`src/rtl/lsu_ctrl.sv`:
```
// Load/store sequencer: accepts one op, issues at most one memory request,
// then presents the aligned/extended result on the writeback handshake.
module lsu_ctrl (
  input  logic        clock,
  input  logic        reset,
  input  logic        in_valid,
  output logic        in_ready,
  input  logic        in_isLoad,
  input  logic        in_isStore,
  input  logic [2:0]  in_funct3,
  input  logic [31:0] in_addr,
  input  logic [31:0] in_wdata,
  input  logic [4:0]  in_rd,
  output logic        mem_req_valid,
  input  logic        mem_req_ready,
  output logic        mem_wen,
  output logic [31:0] mem_addr,
  output logic [3:0]  mem_wmask,
  output logic [31:0] mem_wdata,
  input  logic        mem_resp_valid,
  input  logic [31:0] mem_rdata,
  output logic        out_valid,
  input  logic        out_ready,
  output logic [31:0] out_data,
  output logic [4:0]  out_rd,
  output logic        out_exc
);

  // state | meaning
  // IDLE  | ready for a new op
  // REQ   | memory request presented, waiting for mem_req_ready
  // WAIT  | request accepted, waiting for mem_resp_valid
  // DONE  | result presented, waiting for out_ready
  localparam logic [1:0] S_IDLE = 2'd0;
  localparam logic [1:0] S_REQ  = 2'd1;
  localparam logic [1:0] S_WAIT = 2'd2;
  localparam logic [1:0] S_DONE = 2'd3;

  logic [1:0]  state;
  logic [2:0]  funct3_q;
  logic [1:0]  off_q;
  logic        is_store_q;
  logic [4:0]  rd_q;
  logic        mem_wen_q;
  logic [31:0] mem_addr_q;
  logic [3:0]  mem_wmask_q;
  logic [31:0] mem_wdata_q;
  logic [31:0] out_data_q;
  logic [4:0]  out_rd_q;
  logic        out_exc_q;

  logic        load_ok;
  logic        store_ok;
  logic        pass_thru;
  logic        misaligned;
  logic        go_mem;
  logic [3:0]  st_mask;
  logic [31:0] st_data;
  logic [31:0] lane;
  logic [31:0] load_result;

  always_comb begin
    load_ok   = 1'b0;
    store_ok  = 1'b0;
    pass_thru = ~in_isLoad & ~in_isStore;
    if (in_isLoad && !in_isStore) begin
      load_ok = (in_funct3 == 3'd0) || (in_funct3 == 3'd1) || (in_funct3 == 3'd2) ||
                (in_funct3 == 3'd4) || (in_funct3 == 3'd5);
    end
    if (in_isStore && !in_isLoad) begin
      store_ok = (in_funct3 == 3'd0) || (in_funct3 == 3'd1) || (in_funct3 == 3'd2);
    end
    // funct3[1:0] encodes access size for every legal code (B/BU=0, H/HU=1, W=2)
    case (in_funct3[1:0])
      2'b01:   misaligned = in_addr[0];
      2'b10:   misaligned = |in_addr[1:0];
      default: misaligned = 1'b0;
    endcase
    go_mem = (load_ok | store_ok) & ~misaligned;
    case (in_funct3[1:0])
      2'b00: begin
        st_mask = 4'b0001 << in_addr[1:0];
        st_data = {4{in_wdata[7:0]}};
      end
      2'b01: begin
        st_mask = 4'b0011 << in_addr[1:0];
        st_data = {2{in_wdata[15:0]}};
      end
      default: begin
        st_mask = 4'b1111;
        st_data = in_wdata;
      end
    endcase
  end

  always_comb begin
    lane = mem_rdata >> {off_q, 3'b000};
    case (funct3_q)
      3'd0:    load_result = {{24{lane[7]}}, lane[7:0]};
      3'd1:    load_result = {{16{lane[15]}}, lane[15:0]};
      3'd4:    load_result = {24'd0, lane[7:0]};
      3'd5:    load_result = {16'd0, lane[15:0]};
      default: load_result = mem_rdata;
    endcase
  end

  always_ff @(posedge clock or posedge reset) begin
    if (reset) begin
      state       <= S_IDLE;
      funct3_q    <= 3'd0;
      off_q       <= 2'd0;
      is_store_q  <= 1'b0;
      rd_q        <= 5'd0;
      mem_wen_q   <= 1'b0;
      mem_addr_q  <= 32'd0;
      mem_wmask_q <= 4'd0;
      mem_wdata_q <= 32'd0;
      out_data_q  <= 32'd0;
      out_rd_q    <= 5'd0;
      out_exc_q   <= 1'b0;
    end else begin
      case (state)
        S_IDLE: begin
          if (in_valid) begin
            funct3_q   <= in_funct3;
            off_q      <= in_addr[1:0];
            is_store_q <= in_isStore;
            rd_q       <= in_rd;
            if (go_mem) begin
              mem_wen_q   <= in_isStore;
              mem_addr_q  <= {in_addr[31:2], 2'b00};
              mem_wmask_q <= in_isStore ? st_mask : 4'b0000;
              mem_wdata_q <= in_isStore ? st_data : 32'd0;
              state       <= S_REQ;
            end else begin
              out_data_q <= in_addr;
              out_rd_q   <= in_rd;
              out_exc_q  <= ~pass_thru;
              state      <= S_DONE;
            end
          end
        end
        S_REQ: begin
          if (mem_req_ready) state <= S_WAIT;
        end
        S_WAIT: begin
          if (mem_resp_valid) begin
            out_data_q <= is_store_q ? 32'd0 : load_result;
            out_rd_q   <= is_store_q ? 5'd0 : rd_q;
            out_exc_q  <= 1'b0;
            state      <= S_DONE;
          end
        end
        S_DONE: begin
          if (out_ready) state <= S_IDLE;
        end
        default: state <= S_IDLE;
      endcase
    end
  end

  assign in_ready      = (state == S_IDLE);
  assign mem_req_valid = (state == S_REQ);
  assign mem_wen       = mem_wen_q;
  assign mem_addr      = mem_addr_q;
  assign mem_wmask     = mem_wmask_q;
  assign mem_wdata     = mem_wdata_q;
  assign out_valid     = (state == S_DONE);
  assign out_data      = out_data_q;
  assign out_rd        = out_rd_q;
  assign out_exc       = out_exc_q;

endmodule

```
`config.mk`:
```
export PLATFORM = sky130hd
export DESIGN_NAME = lsu_ctrl
export DESIGN_NICKNAME = d
export VERILOG_FILES = /design/src/rtl/lsu_ctrl.sv
export SDC_FILE = /design/constraint.sdc
export NUM_CORES = 1
export LEC_CHECK = 0
export ABC_AREA = 1
export CAP_MARGIN = 10
export CELL_PAD_IN_SITES_DETAIL_PLACEMENT = 0
export CELL_PAD_IN_SITES_GLOBAL_PLACEMENT = 1
export CORE_MARGIN = 2
export CORE_UTILIZATION = 34
export CTS_CLUSTER_SIZE = 12
export DETAILED_ROUTE_END_ITERATION = 10
export HOLD_SLACK_MARGIN = 0.02
export PLACE_DENSITY_LB_ADDON = 0.1
export SKIP_CTS_REPAIR_TIMING = 1
export SYNTH_ARGS = -nofsm -noshare
export SYNTH_HDL_FRONTEND = slang
export SYNTH_SLANG_ARGS = --single-unit
```
`constraint.sdc`:
```
create_clock -name clock -period 8.3 [get_ports clock]
set_input_delay 2.49 -clock clock [delete_from_list [all_inputs] [get_ports clock]]
set_output_delay 2.49 -clock clock [all_outputs]
set_load 0.1 [all_outputs]
```
==> Word level (Yosys, flattened, before mapping) <==
Index checks and enable logic that the tools add are counted.
{ "word_totals": {"regBits": 118, "input_bits": 112, "output_inout_bits": 110, "word_cells": 85} }
{ "op_classes": {"n_eq_ne": 17, "n_shift": 3, "n_mux": 28, "bitwise_logic": 7, "n_reduce_logical": 18} }
{ "op_table": {"columns": ["cell", "count"], "rows": [
  ["2-to-1 mux 32 bit", 5],
  ["one-hot mux 32 bit (2 select lines)", 2],
  ["one-hot mux 32 bit (4 select lines)", 1],
  [">> shifter 32 x 5 -> 16 bit", 1],
  ["2-to-1 mux 5 bit", 4],
  ["== test 3 bit (second input constant)", 4],
  ["2-to-1 mux 2 bit", 5],
  ["one-hot mux 5 bit (2 select lines)", 1],
  ["one-hot mux 2 bit (4 select lines)", 1],
  ["one-hot mux 4 bit (2 select lines)", 1],
  ["AND reduction 4 bit", 2],
  ["== test 2 bit (second input constant)", 3],
  ["== test 3 x 1 -> 1 bit (second input constant)", 2],
  ["zero test 3 bit", 2],
  ["!= test 2 bit (second input constant)", 3],
  ["2-to-1 mux 1 bit", 5],
  ["== test 2 x 1 -> 1 bit (second input constant)", 2],
  ["zero test 2 bit", 2],
  ["logical OR 1 bit", 4],
  ["2-to-1 mux 4 bit", 1],
  ["!= test 2 x 1 -> 1 bit (second input constant)", 2],
  ["inverter 1 bit", 4],
  ["one-hot mux 1 bit (2 select lines)", 2],
  ["left shift 1 x 2 -> 4 bit (first input constant)", 1],
  ["other kinds (10)", 13]
]} }

==> Longest topological paths before layout <==
Gate-level depths: netlist of run 1.
{ "depth": {"word_depth": 11, "depth_mapped": 13, "mapped_depth_nobuf": 10} }

==> Least setup slack after synthesis of run 1 <==
No wires, ideal clock.
{ "synth_path": {"path_kind": "input-to-reg", "start": "input in_funct3[1]", "end": "register out_data_q[0], in the netlist out_data[0]", "arrival_ns": 4.062, "t_required_ns": 8.180, "path_slack_ns": 4.118, "stages": 12, "n_path_buf": 4, "cell_sequence": "clkbuf_1 > inv_1 > ha_1 > buf_6 > nor2_4 > o21ai_0 > nand3_2 > nand2_4 > buf_6 > buf_6 > nand2_1 > nand2_1"} }
{ "synth_between": {"elab_chain_len": 10, "word_cells_on_any_way": 19, "cone_classes": "eq/ne: 7; mux: 3; bitwise: 3; reduce/logical: 6"} }
{ "synth_rtl": {"columns": ["item", "line_no", "rtl"], "rows": [
  ["from (decl)", "10", "input logic [2:0] in_funct3,"],
  ["== test 3 x 1 -> 1 bit or zero test 3 bit (tied branches)", "67, 71", null],
  ["logical OR 1 bit (2 in series)", "67, 71", null],
  ["logical OR 1 bit", "67", "load_ok = (in_funct3 == 3'd0) || (in_funct3 == 3'd1) || (in_funct3 == 3'd2) ||"],
  ["logical OR 1 bit", "68", "(in_funct3 == 3'd4) || (in_funct3 == 3'd5);"],
  ["2-to-1 mux 1 bit", "66", "if (in_isLoad && !in_isStore) begin"],
  ["bitwise OR 1 bit", "79", "go_mem = (load_ok | store_ok) & ~misaligned;"],
  ["AND 1 bit (*)", "79", null],
  ["!= test 2 bit (no source line) (*)", null, null],
  ["AND reduction 4 bit (no source line) (*)", null, null],
  ["to (signal assigned)", "136", "out_data_q <= in_addr;"],
  ["to (signal assigned)", "148", "out_data_q <= is_store_q ? 32'd0 : load_result;"],
  ["to (decl)", "48", "logic [31:0] out_data_q;"]
]} }
Mark *: on every way between the ends. The rest lies on a longest branch, timed or not.
A chain may end at the register's enable or synchronous reset.

==> Worst setup path after layout of run 1 <==
{ "layout_path": {"start": "input in_funct3[1]", "end": "register mem_addr_q[18], in the netlist mem_addr[18]"} }
{ "layout_between": {"elab_chain_len": 9, "word_cells_on_any_way": 18, "cone_classes": "eq/ne: 6; mux: 3; bitwise: 3; reduce/logical: 6"} }
{ "layout_rtl": {"columns": ["item", "line_no", "rtl"], "rows": [
  ["== test 3 x 1 -> 1 bit or zero test 3 bit (tied branches)", "67, 71", null],
  ["logical OR 1 bit (2 in series)", "67, 71", null],
  ["logical OR 1 bit", "67", null],
  ["logical OR 1 bit", "68", null],
  ["2-to-1 mux 1 bit", "66", null],
  ["bitwise OR 1 bit", "79", null],
  ["AND 1 bit (*)", "79", null],
  ["AND reduction 3 bit (no source line) (*)", null, null],
  ["to (signal assigned)", "131", "mem_addr_q <= {in_addr[31:2], 2'b00};"],
  ["to (decl)", "45", "logic [31:0] mem_addr_q;"]
]} }
Marked as above.

==> results.ini, run 1 <==
[detailed_routing]
drt_iter0_markers=225
drt-wirelength-per-cell_um=16.2
num_vias=5951
drt_wl_total_um=20400
drt-pass1-iter-count=5
drc=0
vias_per_cell=4.72
ant_nets=0

[clock_network]
cts.path.max_buffers=2
htree_levels=4
path_clk_slew_ns=0.06
clk_latency_ns=0.41
cts_tree=done
clock-sinks=118
ctsRootBufferMaster=clkbuf_16
cts_buffers=17

[floorplan]
ios=222
core_mm2=0.0180
die_area_mm2=0.0194
start_util=0.347
fp.dieW_um=139
rows=49
chipHeight_um=139

[synthesis]
synth-async-reset-ratio=1.00
yosys.cell_count.top_type=nand2_1
synth_edf_count=0
synth.area.top_cells=dfrtp_1 47%, nand2_1 13%, o21ai_0 6.6%
synth_top_cell_by_area=dfrtp_1
yosysSeqAreaShare=0.474
synthCells=827
syn-cell-area_mm2=0.00623
yosys.area.top_type_share=0.474
synth.cells.most_frequent=222 x nand2_1, 118 x dfrtp_1, 84 x inv_1
synth-seq-cells=118
synthFlopType=dfrtp_1
synth_area_per_cell_um2=7.53
synth_cell_types=31
yosysWarnings=0

[sta]
maxSlewHeadroom=0.275
fin_crit_sh=0.631
tightest_slew_ns=1.09
fin_setup_tns_ns=0
finalMaxSlewViolations=0
fin_worst_skew_ns=0.00959
post-route-min-period_ns=5.24
max_freq_ghz=0.191
setup_viol=0
hold_ws_ns=0.479
finalHoldViolations=0
rsz0062_at_grt=false

[critical_path]
r2r.worst_path.cells=9
startpoint_type=input pin
timing.rr.start=state[0]
r2r_setup_slack_ns=5.49
critical_path.endpoint_type=flop
critical_path.max_fanout=101
critPathKind=in -> reg
r2r_end=out_data[7]
critPathRequiredTime_ns=8.62
worstPathArrival_ns=5.56

[cells_and_area]
layout.nets=1139
drive_above_1_share=0.0552
diodes=0
area_delta_synth_final_pct=45.1
num-fill-cells=1828

[global_routing]
antenna_found_initial=0
first_global_vias=5701
grt_max_degree=102
grt-ovfl-total=0
grt_pass1_wl_um=32200
grt_use_total=0.210

[placed_design]
globalplace.congestion=0.830
dpl.hpwl_um=14800
port_buffers=219

[worst_hold_path]
min_from=out_rd[3]
min_to=out_rd[3]
hold_depth=2
holdCritPathClass=reg -> reg

[status]
status=complete, no violations

[job]
maxCapViolCount=0

==> metal layers <==
| layer | vias to the layer above | track usage | wire (um) |
|---|---|---|---|
| met2 | 167 | 0.330 | 9490 |
| met4 | 0 | 0.0494 | 163 |
| li1 | 3027 | - | - |
| met1 | 2742 | 0.293 | 9560 |
| met5 | - | 0 | 0 |
| met3 | 15 | 0.0509 | 1160 |
==> worst max path at each step <==
stage / start / end / slack [ns] / depth (start not counted)
4_1_cts: in_funct3[1] / mem_wdata[2] / 3.07 / 9
2_1_floorplan: reset / funct3_q[0] / 2.68 / 1
3_3_place_gp: in_funct3[1] / mem_wdata[17] / 2.74 / 9
6_report: in_funct3[1] / mem_addr[18] / 3.06 / 9
3_5_place_dp: in_funct3[1] / mem_wdata[19] / 2.67 / 9
5_1_grt: in_funct3[1] / mem_addr[25] / 2.77 / 9
==> kinds of logic after synthesis <==
| group | synth area share |
|---|---|
| simple gates | 0.239 |
| compound gates | 0.163 |
| buf+inv | 0.101 |
| flops | 0.474 |
| fa+ha+maj | 0.0141 |
| mux | 0.00804 |
| other cells | 0.000602 |
==> through the flow <==
| step | util | area [um2] | std cells | setup slack (ns) |
|---|---|---|---|---|
| after detailed placement | 0.470 | 8450 | 1230 | 2.67 |
| after global placement | 0.470 | 8450 | 1230 | 2.74 |
| after CTS | 0.503 | 9040 | 1261 | 3.07 |
| after floorplan | - | 6230 | 828 | 2.68 |
| final | 0.503 | 9040 | 1261 | 3.06 |
| after global routing | 0.503 | 9040 | 1261 | 2.77 |
==> cell type report <==
type,count,area [um2],area share
Sequential cell,118,2950,0.327
Multi-Input combinational cell,572,2660,0.294
Timing Repair Buffer,222,2210,0.245
Clock buffer,19,433,0.0479
Inverter,89,339,0.0375
Tap cell,229,287,0.0317
Clock inverter,12,155,0.0172
==> cells in the final DEF, fill, tap and decap left out, types with 2 or more instances in the layout <==
cell type,n
clkinv_2,2
mux2i_1,5
inv_1,83
clkinvlp_4,5
bufinv_16,3
buf_4,3
dfrtp_1,118
clkdlybuf4s50_1,219
o21ai_1,53
ha_1,7
o21ai_0,82
conb_1,2
inv_4,2
a21oi_1,43
inv_2,4
nand2_1,222
o21ai_2,10
o211ai_1,2
clkbuf_1,2
nand3_2,3
nor2_1,82
nand3_1,50
o22ai_1,2
clkbuf_16,17
==> sequential cells by signal, indices dropped and copies added (netlist names) <==
register    cells
funct3_q        3
out_data       32
mem_wdata      32
mem_addr       30
off_q           2
is_store_q      1
mem_wmask       4
rd_q            5
mem_wen         1
state           2
out_rd          5
out_exc         1
==> worst max-delay path, stage by stage <==
cell and delay [ns]:
clkdlybuf4s50_1 0.76, inv_1 0.14, ha_1 0.38, nor2_4 0.26
o21ai_0 0.23, nand4_4 0.16, buf_4 0.73, nand2_1 0.12
o21ai_1 0.12
Power of run 1 is left out: the tool's default activity adds up to more than one toggle a clock period on the data nets, which glitch-free logic cannot reach.
==> run 2, diff against run 1 <==
- CORE_UTILIZATION: 34 -> 32
- clock period: 8.3 -> 5.5 ns (I/O delays scaled with it)
==> run 2 against run 1 <==
Net effect:
- first-iteration DRC count increased by 56%
- largest cell class unchanged
- worst setup slack got worse by 1.8 ns
- final cell count increased by 3.3%
==> results.ini, run 2 (synthesis results as in run 1) <==
[cells_and_area]
num-fill-cells=2012  ; was 1828
diodes=0  ; unchanged
layout.nets=1143  ; was 1139
drive_above_1_share=0.0617  ; was 0.0552
final_common_cell=nand2_1  ; unchanged
area_delta_synth_final_pct=46.6  ; was 45.1%
layout_common_cells=222 x nand2_1, 219 x clkdlybuf4s50_1, 118 x dfrtp_1  ; unchanged

[detailed_routing]
drt-wirelength-per-cell_um=16.1  ; was 16.2 um
drt_iter0_markers=351  ; was 225
drc=0  ; unchanged
drt_wl_total_um=21000  ; was 20400 um
num_vias=6018  ; was 5951
ant_nets=0  ; unchanged
vias_per_cell=4.62  ; was 4.72
drt-pass1-iter-count=6  ; was 5

[clock_network]
ctsRootBufferMaster=clkbuf_16  ; unchanged
clk_latency_ns=0.42  ; was 0.41 ns
path_clk_slew_ns=0.06  ; about the same
clock-sinks=118  ; unchanged
htree_levels=4  ; unchanged
cts_tree=done  ; unchanged
cts_buffers=17  ; unchanged
cts.path.max_buffers=2  ; unchanged

[critical_path]
timing.rr.start=state[0]  ; unchanged
startpoint_type=input pin  ; unchanged
critical_path.endpoint_type=flop  ; unchanged
r2r_setup_slack_ns=2.70  ; was 5.49 ns
r2r_end=out_data[7]  ; unchanged
setup.worst_path.start=in_funct3[1]  ; unchanged
critical_path.max_fanout=101  ; unchanged
critPathRequiredTime_ns=5.83  ; was 8.62 ns
r2r.worst_path.cells=9  ; unchanged
worstPathArrival_ns=4.53  ; was 5.56 ns
critPathKind=in -> reg  ; unchanged

[sta]
finalHoldViolations=0  ; unchanged
post-route-min-period_ns=4.20
tightest_slew_ns=1.06  ; was 1.09 ns
max_freq_ghz=0.238
finalMaxSlewViolations=0  ; unchanged
fin_crit_sh=0.764
rsz0062_at_grt=false  ; unchanged
maxSlewHeadroom=0.291  ; was 0.275
setup_viol=0  ; unchanged
fin_setup_tns_ns=0  ; unchanged
fin_worst_skew_ns=0.00804  ; was 0.00959 ns

[floorplan]
core_mm2=0.0193  ; was 0.0180 mm2
fp.dieW_um=144  ; was 139 um
start_util=0.323  ; was 0.347
ios=222  ; unchanged
die_area_mm2=0.0206  ; was 0.0194 mm2
chipHeight_um=144  ; was 139 um
rows=51  ; was 49

[worst_hold_path]
min_from=out_data[3]  ; was out_rd[3]
hold_depth=2  ; unchanged
holdCritPathClass=reg -> reg  ; unchanged
min_to=out_data[3]  ; was out_rd[3]

[global_routing]
antenna_found_initial=0  ; unchanged
grt_use_total=0.207  ; was 0.210
first_global_vias=5995  ; was 5701
grt_pass1_wl_um=32600  ; was 32200 um
grt-ovfl-total=0  ; unchanged
grt_max_degree=102  ; unchanged

[placed_design]
globalplace.congestion=0.861  ; was 0.830
port_buffers=219  ; unchanged
dpl.hpwl_um=15200  ; was 14800 um

[job]
maxCapViolCount=0  ; unchanged

[status]
status=complete, no violations  ; unchanged

==> run 2: cell count changes in the layout (fill, tap and decap cells not counted), sizes merged <==
| cell | delta |
|---|---|
| buf | +4 |
| clkinv | +4 |
| clkbuf | -2 |
| clkinvlp | -2 |
| inv | +1 |
==> run 2: how the worst max path moves through the flow <==
stage / depth (start not counted) / slack (ns) / to
after global placement: 10 / 0.99 / mem_wdata[17]
after floorplan: 1 / 0.72 / funct3_q[0]
after CTS: 10 / 1.33 / mem_addr[20]
after detailed placement: 10 / 0.91 / mem_addr[20]
after global routing: 10 / 1.05 / mem_wdata[28]
final: 10 / 1.30 / mem_addr[20]
==> run 2: area by class of cell <==
class                           instances  area [um2]  share of cell area
Sequential cell                       118        2950               0.323
Multi-Input combinational cell        572        2660               0.291
Timing Repair Buffer                  226        2240               0.246
Clock buffer                           17         425              0.0466
Inverter                               89         339              0.0371
Tap cell                              265         332              0.0363
Clock inverter                         15         180              0.0197
==> run 2: critical path, cell delays in order <==
cell and delay (ns):
clkdlybuf4s50_1 0.45, buf_4 0.19, inv_1 0.10, ha_1 0.36, nor2_4 0.26, o21ai_0 0.25, nand4_4 0.17, buf_4 0.79
nand2_1 0.12, o21ai_1 0.11
==> run 2: through the flow <==
| stage | cell area, um2 | hold WS (ns) | util | cells | setup slack, ns |
|---|---|---|---|---|---|
| detailed placement | 8520 | 0.465 | 0.442 | 1270 | 0.913 |
| floorplan | 6230 | 0.453 | - | 828 | 0.721 |
| global placement | 8520 | 0.465 | 0.442 | 1270 | 0.989 |
| finish | 9130 | 0.478 | 0.474 | 1302 | 1.30 |
| global route | 9130 | 0.500 | 0.474 | 1302 | 1.05 |
| CTS | 9130 | 0.480 | 0.474 | 1302 | 1.33 |
==> run 2: per-layer routing <==
| layer | global-route usage | part of all wire | up-vias |
|---|---|---|---|
| met5 | 0 | 0 | - |
| met4 | 0.0593 | 0.017 | 0 |
| met3 | 0.0473 | 0.057 | 22 |
| met2 | 0.333 | 0.47 | 177 |
| met1 | 0.279 | 0.46 | 2782 |
| li1 | - | - | 3037 |
Power of run 2 is left out for the same reason.
==> run 3, diff against run 2 <==
- CORE_UTILIZATION: 32 -> 29
- clock period: 5.5 -> 3.6 ns (I/O delays scaled with it)
==> run 3 against run 2 <==
Net effect:
- count of clock-buffer cells in the layout stayed put
- routed wire length is 3.2% higher
- register-to-register slack lost 1.6 ns
- clock skew is 0.00056 ns higher
- critical path depth stayed put
- critical endpoint is now out_data[24]
- highest routed layer unchanged
==> results.ini, run 3 (synthesis results as in run 1) <==
[status]
status=complete, no violations  ; unchanged

[detailed_routing]
drt-pass1-iter-count=5  ; was 6
drt_wl_total_um=21700  ; was 21000 um
vias_per_cell=4.49  ; was 4.62
drt_iter0_markers=343  ; was 351
drt-wirelength-per-cell_um=16.5  ; was 16.1 um
drc=0  ; unchanged
ant_nets=0  ; unchanged
num_vias=5915  ; was 6018

[clock_network]
ctsRootBufferMaster=clkbuf_16  ; unchanged
path_clk_slew_ns=0.06  ; about the same
clock-sinks=118  ; unchanged
cts_tree=done  ; unchanged
clk_latency_ns=0.41  ; was 0.42 ns
cts.path.max_buffers=2  ; unchanged
htree_levels=4  ; unchanged
cts_buffers=17  ; unchanged

[critical_path]
r2r_end=out_data[7]  ; unchanged
critical_path.endpoint_type=flop  ; unchanged
startpoint_type=input pin  ; unchanged
critPathKind=in -> reg  ; unchanged
cp_cell_sequence=clkdlybuf4s50_1 > inv_1 > ha_1 > nor2_4 > o21ai_0 > nand3_2 > nand2_4 > inv_4 > nor2_1 > a21oi_1  ; was clkdlybuf4s50_1 > buf_4 > inv_1 > ha_1 > nor2_4 > o21ai_0 > nand4_4 > buf_4 > nand2_1 > o21ai_1
crit_slowest_cell=clkdlybuf4s50_1  ; was buf_4
max_stage_delay_ns=0.49  ; was 0.79 ns
timing.rr.start=state[0]  ; unchanged
critical_path.max_fanout=37  ; was 101
r2r.worst_path.cells=8  ; was 9
critPathRequiredTime_ns=3.94  ; was 5.83 ns
worstPathArrival_ns=3.25  ; was 4.53 ns
r2r_setup_slack_ns=1.12  ; was 2.70 ns

[global_routing]
grt_use_total=0.193  ; was 0.207
grt_pass1_wl_um=33600  ; was 32600 um
first_global_vias=6040  ; was 5995
grt_max_degree=102  ; unchanged
antenna_found_initial=0  ; unchanged
grt-ovfl-total=0  ; unchanged

[cells_and_area]
finish.utilization=0.425  ; was 0.474
num-fill-cells=2242  ; was 2012
area_delta_synth_final_pct=43.3  ; was 46.6%
layout.nets=1148  ; was 1143
drive_above_1_share=0.169  ; was 0.0617
diodes=0  ; unchanged
stdcell_count=1316  ; was 1302
layout_common_cells=222 x nand2_1, 118 x dfrtp_1, 115 x buf_4  ; was 222 x nand2_1, 219 x clkdlybuf4s50_1, 118 x dfrtp_1
final_common_cell=nand2_1  ; unchanged

[sta]
maxSlewHeadroom=0.461  ; was 0.291
fin_setup_tns_ns=0  ; unchanged
finalHoldViolations=0  ; unchanged
rsz0062_at_grt=false  ; unchanged
tightest_slew_ns=0.808  ; was 1.06 ns
setup_viol=0  ; unchanged
hold_ws_ns=0.483  ; was 0.478 ns
fin_crit_sh=0.810
post-route-min-period_ns=2.92
fin_worst_skew_ns=0.00860  ; was 0.00804 ns
finalMaxSlewViolations=0  ; unchanged
max_freq_ghz=0.343

[floorplan]
die_area_mm2=0.0227  ; was 0.0206 mm2
chipHeight_um=151  ; was 144 um
start_util=0.296  ; was 0.323
core_mm2=0.0210  ; was 0.0193 mm2
ios=222  ; unchanged
rows=53  ; was 51
fp.dieW_um=151  ; was 144 um

[placed_design]
dpl.hpwl_um=16000  ; was 15200 um
globalplace.congestion=0.826  ; was 0.861
port_buffers=219  ; unchanged
place_inst=1285  ; was 1270

[worst_hold_path]
hold_depth=2  ; unchanged
min_to=mem_wdata[31]  ; was out_data[3]
min_from=mem_wdata[31]  ; was out_data[3]
holdCritPathClass=reg -> reg  ; unchanged

[job]
maxCapViolCount=0  ; unchanged

-- run 3: cell count changes in the layout (fill, tap and decap cells not counted) --
cell,change
clkinv_4,+1
buf_4,+108
clkdlybuf4s50_1,-108
buf_12,+5
clkinvlp_4,+2
clkinv_2,-1
bufinv_16,-2
inv_4,-1
-- run 3: worst max-delay path by stage --
stage                      start      endpoint  slack, ns  cells after the start
CTS                 in_funct3[1]  out_data[24]       0.67                     10
global placement    in_funct3[1]  out_data[19]       0.28                     12
floorplan           in_funct3[1]   out_data[0]       0.83                     12
detailed placement  in_funct3[1]  out_data[24]       0.23                     10
global route        in_funct3[1]  out_data[12]       0.44                     12
finish              in_funct3[0]  out_data[24]       0.68                     10
-- run 3: layout make-up --
type | count | area, um2 | share of cell area
clock buffer | 17 | 425 | 0.0477
multi-input combinational | 572 | 2660 | 0.298
inverter | 89 | 340 | 0.0381
timing repair buffer | 231 | 2070 | 0.232
tap | 275 | 344 | 0.0386
clock inverter | 14 | 131 | 0.0147
sequential | 118 | 2950 | 0.331
-- run 3: worst max-delay path, delay by kind of cell --
family	cells	cell delay, ns
buffers and inverters	3	0.92
AO/OA/AOI/OAI	2	0.36
AND/OR/NAND/NOR	4	0.61
adder cells (fa/ha/maj)	1	0.24
-- run 3: through the flow --
| stage | cell area (um2) | setup WS [ns] |
|---|---|---|
| 5_1_grt | 8920 | 0.437 |
| 3_5_place_dp | 8370 | 0.232 |
| 2_1_floorplan | 6240 | 0.828 |
| 4_1_cts | 8920 | 0.668 |
| 3_3_place_gp | 8370 | 0.284 |
| 6_report | 8920 | 0.685 |
-- run 3: layer usage --
metal  up-vias  routed length, um  global-route usage
li1       3038                  -                   -
met1      2694              10000               0.261
met2       159              10300               0.313
met3        24               1060              0.0367
met4         0                357              0.0594
met5         -                  0                   0
Power of run 3 is left out for the same reason.
